==> src/rtl/mem_dump_sequencer.sv <==
// -----------------------------------------------------------------------------
// mem_dump_sequencer
//
// Walks every entry of the data memory in ascending address order through its
// debug read port and hands each byte to the UART transmitter over a
// valid/ready handshake. A one-cycle done pulse marks the end of the dump.
//
// Per byte the sequence is READ -> LATCH -> SEND:
//   READ  : drive read enable and address; memory registers the byte
//   LATCH : the registered byte is on i_byte_data; capture it into o_tx_data
//   SEND  : offer o_tx_data until the transmitter accepts it
//
// Ports:
//   i_clock        system clock, rising edge
//   i_reset        asynchronous, active-high reset
//   i_start        dump request, only honoured in IDLE
//   i_byte_data    registered byte from the memory debug port
//   i_tx_ready     transmitter accepts a byte this cycle
//   o_mem_enable   memory enable, high whenever a dump is in progress
//   o_read_enable  memory debug read enable (READ only)
//   o_read_address memory debug read address (0 in IDLE)
//   o_tx_data      byte offered to the transmitter
//   o_tx_valid     o_tx_data is valid
//   o_busy         dump in progress
//   o_done         one-cycle pulse after the last byte is accepted
// -----------------------------------------------------------------------------
module mem_dump_sequencer #(
  parameter int MEMORY_WIDTH = 8,
  parameter int MEMORY_DEPTH = 128,
  parameter int NB_ADDR      = 7
) (
  input  logic                    i_clock,
  input  logic                    i_reset,
  input  logic                    i_start,
  input  logic [MEMORY_WIDTH-1:0] i_byte_data,
  input  logic                    i_tx_ready,
  output logic                    o_mem_enable,
  output logic                    o_read_enable,
  output logic [NB_ADDR-1:0]      o_read_address,
  output logic [MEMORY_WIDTH-1:0] o_tx_data,
  output logic                    o_tx_valid,
  output logic                    o_busy,
  output logic                    o_done
);

  typedef enum logic [2:0] {
    ST_IDLE,
    ST_READ,
    ST_LATCH,
    ST_SEND,
    ST_DONE
  } state_e;

  // Termination is a compare against the last index, so the counter never
  // has to wrap and non power-of-two depths work unchanged.
  localparam logic [NB_ADDR-1:0] LAST_ADDR = NB_ADDR'(MEMORY_DEPTH - 1);
  localparam logic [NB_ADDR-1:0] ADDR_ONE  = NB_ADDR'(1);

  state_e                  state_q,     state_d;
  logic [NB_ADDR-1:0]      addr_q,      addr_d;
  logic [MEMORY_WIDTH-1:0] tx_data_q,   tx_data_d;
  logic                    read_en_q,   read_en_d;
  logic [NB_ADDR-1:0]      read_addr_q, read_addr_d;
  logic                    tx_valid_q,  tx_valid_d;
  logic                    busy_q,      busy_d;
  logic                    done_q,      done_d;

  // Next-state and counter logic
  always_comb begin
    state_d   = state_q;
    addr_d    = addr_q;
    tx_data_d = tx_data_q;

    unique case (state_q)
      ST_IDLE: begin
        if (i_start) begin
          addr_d  = '0;
          state_d = ST_READ;
        end
      end
      ST_READ: begin
        state_d = ST_LATCH;
      end
      ST_LATCH: begin
        tx_data_d = i_byte_data;
        state_d   = ST_SEND;
      end
      ST_SEND: begin
        if (i_tx_ready) begin
          if (addr_q == LAST_ADDR) begin
            state_d = ST_DONE;
          end else begin
            addr_d  = addr_q + ADDR_ONE;
            state_d = ST_READ;
          end
        end
      end
      ST_DONE: begin
        state_d = ST_IDLE;
      end
      default: begin
        state_d = ST_IDLE;
      end
    endcase

    // Every output reads zero while idle, including the data register.
    if (state_d == ST_IDLE) begin
      tx_data_d = '0;
    end
  end

  // Outputs are registered by decoding the next state, so each output lines
  // up with the state it belongs to and i_tx_ready never reaches an output
  // combinationally.
  always_comb begin
    read_en_d   = (state_d == ST_READ);
    tx_valid_d  = (state_d == ST_SEND);
    busy_d      = (state_d != ST_IDLE);
    done_d      = (state_d == ST_DONE);
    read_addr_d = (state_d == ST_IDLE) ? '0 : addr_d;
  end

  always_ff @(posedge i_clock or posedge i_reset) begin
    if (i_reset) begin
      state_q     <= ST_IDLE;
      addr_q      <= '0;
      tx_data_q   <= '0;
      read_en_q   <= 1'b0;
      read_addr_q <= '0;
      tx_valid_q  <= 1'b0;
      busy_q      <= 1'b0;
      done_q      <= 1'b0;
    end else begin
      state_q     <= state_d;
      addr_q      <= addr_d;
      tx_data_q   <= tx_data_d;
      read_en_q   <= read_en_d;
      read_addr_q <= read_addr_d;
      tx_valid_q  <= tx_valid_d;
      busy_q      <= busy_d;
      done_q      <= done_d;
    end
  end

  assign o_mem_enable   = busy_q;
  assign o_read_enable  = read_en_q;
  assign o_read_address = read_addr_q;
  assign o_tx_data      = tx_data_q;
  assign o_tx_valid     = tx_valid_q;
  assign o_busy         = busy_q;
  assign o_done         = done_q;

endmodule
==> config.mk <==
export PLATFORM = sky130hd
export DESIGN_NAME = mem_dump_sequencer
export DESIGN_NICKNAME = d
export VERILOG_FILES = /design/src/rtl/mem_dump_sequencer.sv
export SDC_FILE = /design/constraint.sdc
export NUM_CORES = 1
export LEC_CHECK = 0
export CORE_MARGIN = 8
export CORE_UTILIZATION = 53
export CTS_BUF_LIST = sky130_fd_sc_hd__clkbuf_4 sky130_fd_sc_hd__clkbuf_8
export DETAILED_ROUTE_END_ITERATION = 16
export HOLD_SLACK_MARGIN = 0.08
export PLACE_DENSITY_LB_ADDON = 0.1
export SETUP_SLACK_MARGIN = 0.5
export SLEW_MARGIN = 5
export SYNTH_ARGS = -nofsm -noshare
export SYNTH_HDL_FRONTEND = slang
export SYNTH_SLANG_ARGS = --single-unit
export TNS_END_PERCENT = 1
==> constraint.sdc <==
create_clock -name i_clock -period 3.2 [get_ports i_clock]
set_input_delay 0.32 -clock i_clock [delete_from_list [all_inputs] [get_ports i_clock]]
set_output_delay 0.32 -clock i_clock [all_outputs]
set_load 0.01 [all_outputs]
==> results of run 1 <==
## sequential cells by signal (all words and copies together), names as in the netlist
name	count
o_read_enable	1
o_done	1
o_tx_data	8
o_read_address	7
addr_q	7
o_tx_valid	1
o_busy	1
state_q	3
## where the power goes
group          switching, µW  internal (µW)  total [µW]  leakage, µW
Clock                    109            112         221    0.0000348
Sequential               108            490         598     0.000369
Combinational            270            278         548     0.000300
## how the worst max path moves through the flow
| stage | to | slack [ns] | cells after the start |
|---|---|---|---|
| 6_report | o_tx_data[4]$_DFFE_PP0P_ | 1.10 | 5 |
| 4_1_cts | o_read_address[4]$_DFF_PP0_ | 1.11 | 5 |
| 3_3_place_gp | o_read_address[0]$_DFF_PP0_ | 0.91 | 5 |
| 5_1_grt | o_read_address[6]$_DFF_PP0_ | 0.94 | 5 |
| 2_1_floorplan | o_read_address[5]$_DFF_PP0_ | 1.57 | 6 |
| 3_5_place_dp | o_tx_data[4]$_DFFE_PP0P_ | 0.88 | 5 |
## metal layers
layer	vias to the layer above	share of wire, %
met1	486	43
met5	-	0
li1	483	-
met2	43	49
met3	4	7.7
met4	0	1.0
## logic make-up (layout without fill, tap and decap cells)
family,Yosys count,after routing,synth area share (%)
compound gates,32,32,14.9
mux,2,2,1.62
flops,29,29,58.7
simple gates,44,44,19.7
buf+inv,10,43,4.05
fa+ha+maj,1,1,1.01
## per-stage QoR
step / worst slack [ns] / hold WS [ns] / total power (µW) / instance area (µm²) / instances
after floorplan: 1.57 / 0.398 / 900 / 1240 / 118
after global placement: 0.914 / 0.527 / 1130 / 1550 / 172
after detailed placement: 0.875 / 0.533 / 1150 / 1550 / 172
after CTS: 1.11 / 0.545 / 1380 / 1610 / 179
after global routing: 0.941 / 0.556 / 1450 / 1610 / 179
final: 1.10 / 0.543 / 1370 / 1610 / 179
## final cells by class
class / count / area (µm²) / share of cell area (%)
Multi-Input combinational cell: 79 / 460 / 28.6
Inverter: 5 / 18.8 / 1.17
Tap cell: 28 / 35.0 / 2.18
Sequential cell: 29 / 726 / 45.1
Clock buffer: 7 / 58.8 / 3.65
Timing Repair Buffer: 31 / 310 / 19.3
## cells in the mapped netlist (2+ instances only)
master | instances | area share, %
a32o_1 | 2 | 1.6
mux2i_1 | 2 | 1.6
nor2_1 | 4 | 1.2
nand4_1 | 2 | 1.0
a21oi_1 | 13 | 5.3
o21bai_1 | 2 | 1.2
dfrtp_1 | 29 | 59
inv_1 | 5 | 1.5
nand2_1 | 17 | 5.2
o21ai_0 | 11 | 4.5
nor2b_1 | 5 | 2.5
clkbuf_1 | 2 | 0.61
nor3_1 | 4 | 1.6
nand3_1 | 2 | 0.81
## worst min-delay path: cells and delay by family, from the launching register on
family	cells	cell delay, ns
AOI/OAI and AO/OA	2	0.13
DFF	1	0.38
==> impl_metrics.csv, run 1 <==
group,metric,value,unit
status,status,"finished clean",
floorplanning,die-area,4130,µm²
sta,worst_slew_pin_slew,1.08,ns
setup_path,worst-setup-path-type,"register to register",
setup_path,crit_required,3.34,ns
logic_synthesis,ys_ff_latch,29,
logic_synthesis,synth-main-ff-cell,"dfrtp_1",
grt,use_met3,6.10,%
sta,fmax,477,MHz
cells_and_area,drive_above_1_share,5.96,%
clocking,clk_pin_slew,0.09,ns
cells_and_area,syn2layout_area_growth,30.2,%
logic_synthesis,synth_warnings,0,
sta,finalClockSkew,0.0103,ns
sta,relSlewSlack,28.0,%
setup_path,crit_path_end_kind,"register",
power_and_ir_drop,p_per_area,849,nW/µm²
cells_and_area,fin_util,72.7,%
setup_path,crit_chain,"ha_1 -> and3_1 -> a21oi_1 -> nor4_4 -> a21oi_1",
logic_synthesis,synthCells,118,
sta,fin_setup_tns,0,ns
sta,final_max_slew_viol_count,0,
routing,routed_wl,2770,µm
setup_path,crit_path_frequent_cell,"a21oi_1",
setup_path,crit_start,"addr_q[0]$_DFF_PP0_",
clocking,clock-sinks,29,
sta,rsz0062_at_grt,"false",
setup_path,worst_setup_path_start_kind,"register",
min_path,min_from,"o_tx_data[2]$_DFFE_PP0P_",
min_path,worstHoldPathType,"register to register",
clocking,post-cts-setup-buffers,0,
setup_path,cp_top_family,"simple AND/OR/NAND/NOR gates",
min_path,holdPathStages,2,
routing,wl_per_cell,15.5,µm
setup_path,max_stage_delay,0.83,ns
logic_synthesis,synth_fp_nets,131,
grt,gr-total-overflow,0,
clocking,cts_max_path_buffers,2,
sta,finalHoldViolCount,0,
setup_path,reg2reg_from,"addr_q[0]$_DFF_PP0_",
clocking,cts_tree,"yes",
sta,min_period,2.10,ns
clocking,cts_root_buffer,"clkbuf_4",
grt,grtUsageMet2,22.2,%
floorplanning,pin_count,32,
grt,grt_pass1_vias,992,
power_and_ir_drop,leakagePower,0.000703,µW
clocking,cts_made_buffers,5,
logic_synthesis,ys_types,32,
min_path,holdPathEnd,"o_tx_data[2]$_DFFE_PP0P_",
floorplanning,core,2210,µm²
setup_path,rr_worst_depth,5,
clocking,ctsHoldBuffers,0,
floorplanning,die_h,64.3,µm
grt,grt_start_max_net_pins,30,
sta,post-route-period-util,65.5,%
floorplanning,initial_core_util,55.9,%
logic_synthesis,synth_area,1240,µm²
routing,firstDrtPassIters,4,
cells_and_area,mostFrequentLayoutCell,"clkdlybuf4s50_1",
routing,drt_iter0_drc,32,
logic_synthesis,seq_area_frac_synth,58.7,%
routing,drtAntennaViolNets,0,
grt,grt_pass1_wl,4520,µm
logic_synthesis,avgSynthCellArea,10.5,µm²
job,cap_violations,0,
clocking,cts_resized,0,
logic_synthesis,synth_edf_count,0,
routing,avgViaCountPerCell,5.68,
setup_path,r2r_setup_slack,1.10,ns
cells_and_area,nets,164,
clocking,insertion_delay,0.31,ns
power_and_ir_drop,max-vdd-ir-drop,0.539,mV
cells_and_area,final_cell_mix,"31 x clkdlybuf4s50_1, 29 x dfrtp_1, 17 x nand2_1",
clocking,htreeDepth,2,
placement,routabilityCongestion,0.804,
grt,grt_util_met1,15.1,%
sta,setup-violations-final,0,
grt,antenna_found_initial,0,
placement,io_buffers,31,
logic_synthesis,async_reset_ff_share,100,%
floorplanning,die_w,64.3,µm
setup_path,arrival,2.24,ns
floorplanning,rows,17,
setup_path,path_buf_inv,0,
grt,grt_usage,13.5,%
setup_path,r2r-end,"o_tx_data[4]$_DFFE_PP0P_",
routing,drc,0,
routing,vias,1016,
cells_and_area,diodes,0,
setup_path,path_max_fanout,16,
cells_and_area,nFillCells,172,
placement,dp.final_hpwl,1940,µm
setup_path,crit_path_top_delay_cell,"nor4_4",
grt,top_usage_layer,"met2",
Power figures use the tool's default switching activity.
==> inputs of run 2 (changes only) <==
Settings changed: CORE_UTILIZATION 53 to 45.
Clock period 3.2 ns to 1.9 ns, I/O delays scaled along.
==> impl_metrics.csv, run 2 (same netlist as run 1, synthesis figures left out) <==
group,metric,value,unit
status,status,"finished clean",
sta,finalClockSkew,0.00744,ns
cells_and_area,syn2layout_area_growth,47.0,%
grt,grt_start_max_net_pins,30,
placement,place_ws,0.0600,ns
grt,grt_usage,14.4,%
grt,grt_pass1_vias,1064,
clocking,clk_pin_slew,0.09,ns
floorplanning,initial_core_util,46.0,%
floorplanning,die-area,4680,µm²
floorplanning,pin_count,32,
clocking,cts_tree,"yes",
setup_path,crit_required,2.11,ns
cells_and_area,final_cells,198,
sta,post-route-period-util,85.1,%
sta,fmax,619,MHz
clocking,cts_made_buffers,5,
routing,wl_per_cell,16.3,µm
floorplanning,rows,19,
routing,drc,0,
cells_and_area,mostFrequentLayoutCell,"clkdlybuf4s50_1",
setup_path,worst_setup_path_start_kind,"register",
setup_path,rr_worst_depth,3,
setup_path,reg2reg_from,"state_q[2]$_DFF_PP0_",
routing,vias,1095,
sta,final_max_slew_viol_count,0,
setup_path,crit_path_top_delay_cell,"or4b_4",
placement,dp.final_hpwl,2010,µm
setup_path,r2r_setup_slack,0.28,ns
grt,grt_pass1_wl,4970,µm
clocking,htreeDepth,2,
setup_path,path_max_fanout,8,
cells_and_area,final_cell_mix,"31 x clkdlybuf4s50_1, 29 x dfrtp_1, 17 x nand2_1",
sta,hold_ws,0.231,ns
clocking,cts_root_buffer,"clkbuf_4",
grt,antenna_found_initial,0,
power_and_ir_drop,leakagePower,0.000791,µW
routing,avgViaCountPerCell,5.53,
setup_path,r2r-end,"o_read_address[4]$_DFF_PP0_",
setup_path,crit_chain,"or4b_4 -> a32o_1 -> nor2b_1",
sta,rsz0062_at_grt,"true",
job,cap_violations,0,
sta,setup-violations-final,0,
floorplanning,die_h,68.4,µm
setup_path,crit_start,"state_q[2]$_DFF_PP0_",
cells_and_area,nets,180,
routing,drt_iter0_drc,84,
sta,relSlewSlack,64.3,%
setup_path,max_stage_delay,0.63,ns
placement,routabilityCongestion,0.799,
sta,worst_slew_pin_slew,0.533,ns
routing,routed_wl,3240,µm
setup_path,arrival,1.83,ns
clocking,insertion_delay,0.32,ns
routing,drtAntennaViolNets,0,
cells_and_area,largest_reg_flops,8,
cells_and_area,diodes,0,
clocking,cts_max_path_buffers,2,
clocking,clock-sinks,29,
cells_and_area,drive_above_1_share,19.8,%
sta,timing.final.ws_setup,0.284,ns
setup_path,crit_end,"o_read_address[4]$_DFF_PP0_",
sta,min_period,1.62,ns
floorplanning,core,2690,µm²
placement,dp_cells,180,
sta,finalHoldViolCount,0,
placement,io_buffers,31,
min_path,worstHoldPathType,"primary input to asynchronous set/reset pin",
sta,fin_setup_tns,0,ns
power_and_ir_drop,max-vdd-ir-drop,0.965,mV
cells_and_area,nFillCells,214,
grt,gr-total-overflow,0,
setup_path,crit_path_end_kind,"register",
setup_path,worst-setup-path-type,"register to register",
floorplanning,die_w,68.4,µm
routing,firstDrtPassIters,4,
power_and_ir_drop,p_per_area,1430,nW/µm²
## run 2: per-stage QoR
stage               total power [µW]  area [µm²]  utilization [%]
global route                    2760        1820             67.6
finish                          2610        1820             67.6
CTS                             2550        1780             66.1
detailed placement              2000        1610             60.0
global placement                1980        1610             60.0
floorplan                       1520        1240                -
## run 2: how the worst min path moves through the flow
stage	start	end	slack, ns
finish	i_reset	addr_q[6]$_DFF_PP0_	0.23
global route	i_reset	addr_q[6]$_DFF_PP0_	0.28
CTS	i_reset	o_read_address[2]$_DFF_PP0_	0.24
detailed placement	o_tx_data[0]$_DFFE_PP0P_	o_tx_data[0]$_DFFE_PP0P_	0.53
global placement	o_tx_data[7]$_DFFE_PP0P_	o_tx_data[7]$_DFFE_PP0P_	0.53
floorplan	i_reset	addr_q[0]$_DFF_PP0_	0.27
## run 2: routing by layer
metal,up-vias,track usage [%],share of wire (%)
met2,43,21.7,49
li1,513,-,-
met3,7,4.91,6.9
met4,0,6.91,1.6
met1,532,18.1,42
met5,-,0,0
## run 2: where the power goes
group / internal, µW / leakage [µW] / switching [µW] / total, µW
Sequential: 825 / 0.000369 / 156 / 982
Clock: 189 / 0.0000348 / 195 / 383
Combinational: 661 / 0.000388 / 580 / 1240
## run 2: critical path, delay by kind of cell (launching register included)
family	cells	cell delay, ns
flip-flops	1	0.46
AO/OA/AOI/OAI	1	0.29
AND/OR/NAND/NOR	2	0.76
## run 2: final cells by class
class / instances / area [µm²] / share of cell area, %
inverters: 5 / 18.8 / 1.03
flip-flops and latches: 29 / 726 / 39.9
multi-input cells: 79 / 514 / 28.3
repair buffers: 47 / 460 / 25.3
well taps: 31 / 38.8 / 2.13
clock buffers: 7 / 58.8 / 3.24
## run 2: repair_timing
action,in CTS,in global routing
gates cloned,1,0
buffers inserted,6,4
pin swaps,2,1
hold buffers,0,0
resized for setup,6,4
setup endpoints to repair,33,40
==> inputs of run 3 (changes only) <==
Settings changed: ABC_AREA set to 0, CORE_MARGIN 8 to 3, PLACE_DENSITY_LB_ADDON 0.1 to 0.25.
==> impl_metrics.csv, run 3 (same netlist as run 1, synthesis figures left out) <==
group,metric,value,unit
status,status,"finished clean",
setup_path,worst-setup-path-type,"register to register",
setup_path,worst-path-stages,3,
placement,routabilityCongestion,0.833,
sta,fmax,640,MHz
sta,finalHoldViolCount,0,
cells_and_area,nFillCells,181,
grt,gr-total-overflow,0,
cells_and_area,mostFrequentLayoutCell,"clkdlybuf4s50_1",
cells_and_area,nets,182,
clocking,insertion_delay,0.32,ns
grt,grt_usage,18.2,%
clocking,cts_made_buffers,5,
setup_path,crit_chain,"or4b_4 -> a32o_1 -> nor2b_1",
setup_path,cp_top_family,"simple AND/OR/NAND/NOR gates",
floorplanning,die_w,58.4,µm
routing,drt_iter0_drc,30,
setup_path,crit_path_end_kind,"register",
floorplanning,die_h,58.4,µm
clocking,htreeDepth,2,
placement,dp.final_hpwl,1820,µm
job,cap_violations,0,
cells_and_area,fin_util,72.4,%
floorplanning,initial_core_util,48.6,%
routing,vias,1065,
grt,grt_pass1_wl,4680,µm
sta,min_period,1.56,ns
sta,final_max_slew_viol_count,0,
setup_path,rr_worst_depth,3,
setup_path,crit_path_top_delay_cell,"or4b_4",
grt,grt_start_max_net_pins,30,
cells_and_area,final_cell_mix,"31 x clkdlybuf4s50_1, 27 x dfrtp_1, 17 x nand2_1",
routing,routed_wl,3020,µm
sta,setup-violations-final,0,
cells_and_area,multi_input_area,534,µm²
cells_and_area,seqCellArea,728,µm²
grt,antenna_found_initial,0,
placement,io_buffers,31,
routing,drtAntennaViolNets,0,
power_and_ir_drop,leakagePower,0.000799,µW
cells_and_area,largest_reg_flops,8,
sta,relSlewSlack,71.5,%
setup_path,reg2reg_from,"state_q[1]$_DFF_PP0_",
clocking,clock-sinks,29,
cells_and_area,diodes,0,
clocking,cts_max_path_buffers,2,
power_and_ir_drop,finalPower,2660,µW
floorplanning,die-area,3410,µm²
cells_and_area,syn2layout_area_growth,49.1,%
clocking,cts_root_buffer,"clkbuf_4",
cells_and_area,drive_above_1_share,24.9,%
grt,grt_pass1_vias,1050,
sta,post-route-period-util,82.3,%
setup_path,max_stage_delay,0.56,ns
clocking,cts_tree,"yes",
clocking,ctsHoldBuffers,0,
power_and_ir_drop,max-vdd-ir-drop,1.01,mV
routing,drc,0,
floorplanning,core,2540,µm²
sta,rsz0062_at_grt,"true",
sta,finalClockSkew,0.00687,ns
routing,firstDrtPassIters,4,
clocking,clk_pin_slew,0.09,ns
power_and_ir_drop,p_per_area,1440,nW/µm²
routing,avgViaCountPerCell,5.35,
setup_path,r2r-end,"o_read_address[2]$_DFF_PP0_",
setup_path,crit_required,2.11,ns
setup_path,r2r_setup_slack,0.34,ns
setup_path,worst_setup_path_start_kind,"register",
floorplanning,rows,18,
min_path,worstHoldPathType,"primary input to asynchronous set/reset pin",
setup_path,path_buf_inv,0,
sta,worst_slew_pin_slew,0.425,ns
routing,wl_per_cell,15.2,µm
setup_path,path_max_fanout,8,
setup_path,arrival,1.77,ns
floorplanning,pin_count,32,
sta,hold_ws,0.233,ns
run 3: what timing repair did:
item / CTS / global route
setup buffers: 7 / 3
gates cloned: 0 / 0
endpoints found under the setup margin: 31 / 39
pin swaps: 2 / 3
resized for setup: 7 / 13
run 3: power breakdown:
| part | switching, µW | leakage, µW | internal, µW |
|---|---|---|---|
| clock | 199 | 0.0000348 | 189 |
| combinational | 594 | 0.000397 | 696 |
| sequential | 150 | 0.000367 | 829 |
| total | 943 | 0.000799 | 1710 |
run 3: how the worst max path moves through the flow:
| stage | endpoint | startpoint | slack, ns |
|---|---|---|---|
| after floorplan | o_read_address[2]$_DFF_PP0_ | state_q[0]$_DFF_PP0_ | 0.33 |
| after global placement | o_read_address[4]$_DFF_PP0_ | i_tx_ready | -0.08 |
| after detailed placement | o_read_address[2]$_DFF_PP0_ | i_tx_ready | -0.16 |
| after CTS | o_read_address[2]$_DFF_PP0_ | state_q[0]$_DFF_PP0_ | 0.36 |
| after global routing | o_read_address[5]$_DFF_PP0_ | addr_q[1]$_DFF_PP0_ | 0.30 |
| final | o_read_address[2]$_DFF_PP0_ | state_q[1]$_DFF_PP0_ | 0.34 |
run 3: layer usage:
layer / global-route usage (%) / routed length (µm)
met2: 28.7 / 1520
met4: 6.95 / 53
met3: 6.36 / 142
met1: 23.0 / 1300
met5: 0 / 0
run 3: cell type report:
class	instances	share of cell area (%)
sequential	29	39.5
clock buffer	7	3.19
tap	30	2.04
inverter	5	1.02
multi-input combinational	79	29.0
timing repair buffer	49	25.3
run 3: worst register-to-register path, delay by kind of cell, from the launching register on:
kind	cells	cell delay [ns]
and+or+nand+nor	2	0.69
AOI/OAI and AO/OA	1	0.29
DFF	1	0.48
run 3: per-stage QoR:
step                setup slack, ns  setup TNS (ns)  std cells  area (µm²)
floorplan                     0.330               0        118        1240
global placement            -0.0765           -1.08        182        1620
detailed placement           -0.155           -2.21        182        1620
CTS                           0.364               0        196        1750
global route                  0.298               0        199        1840
finish                        0.337               0        199        1840
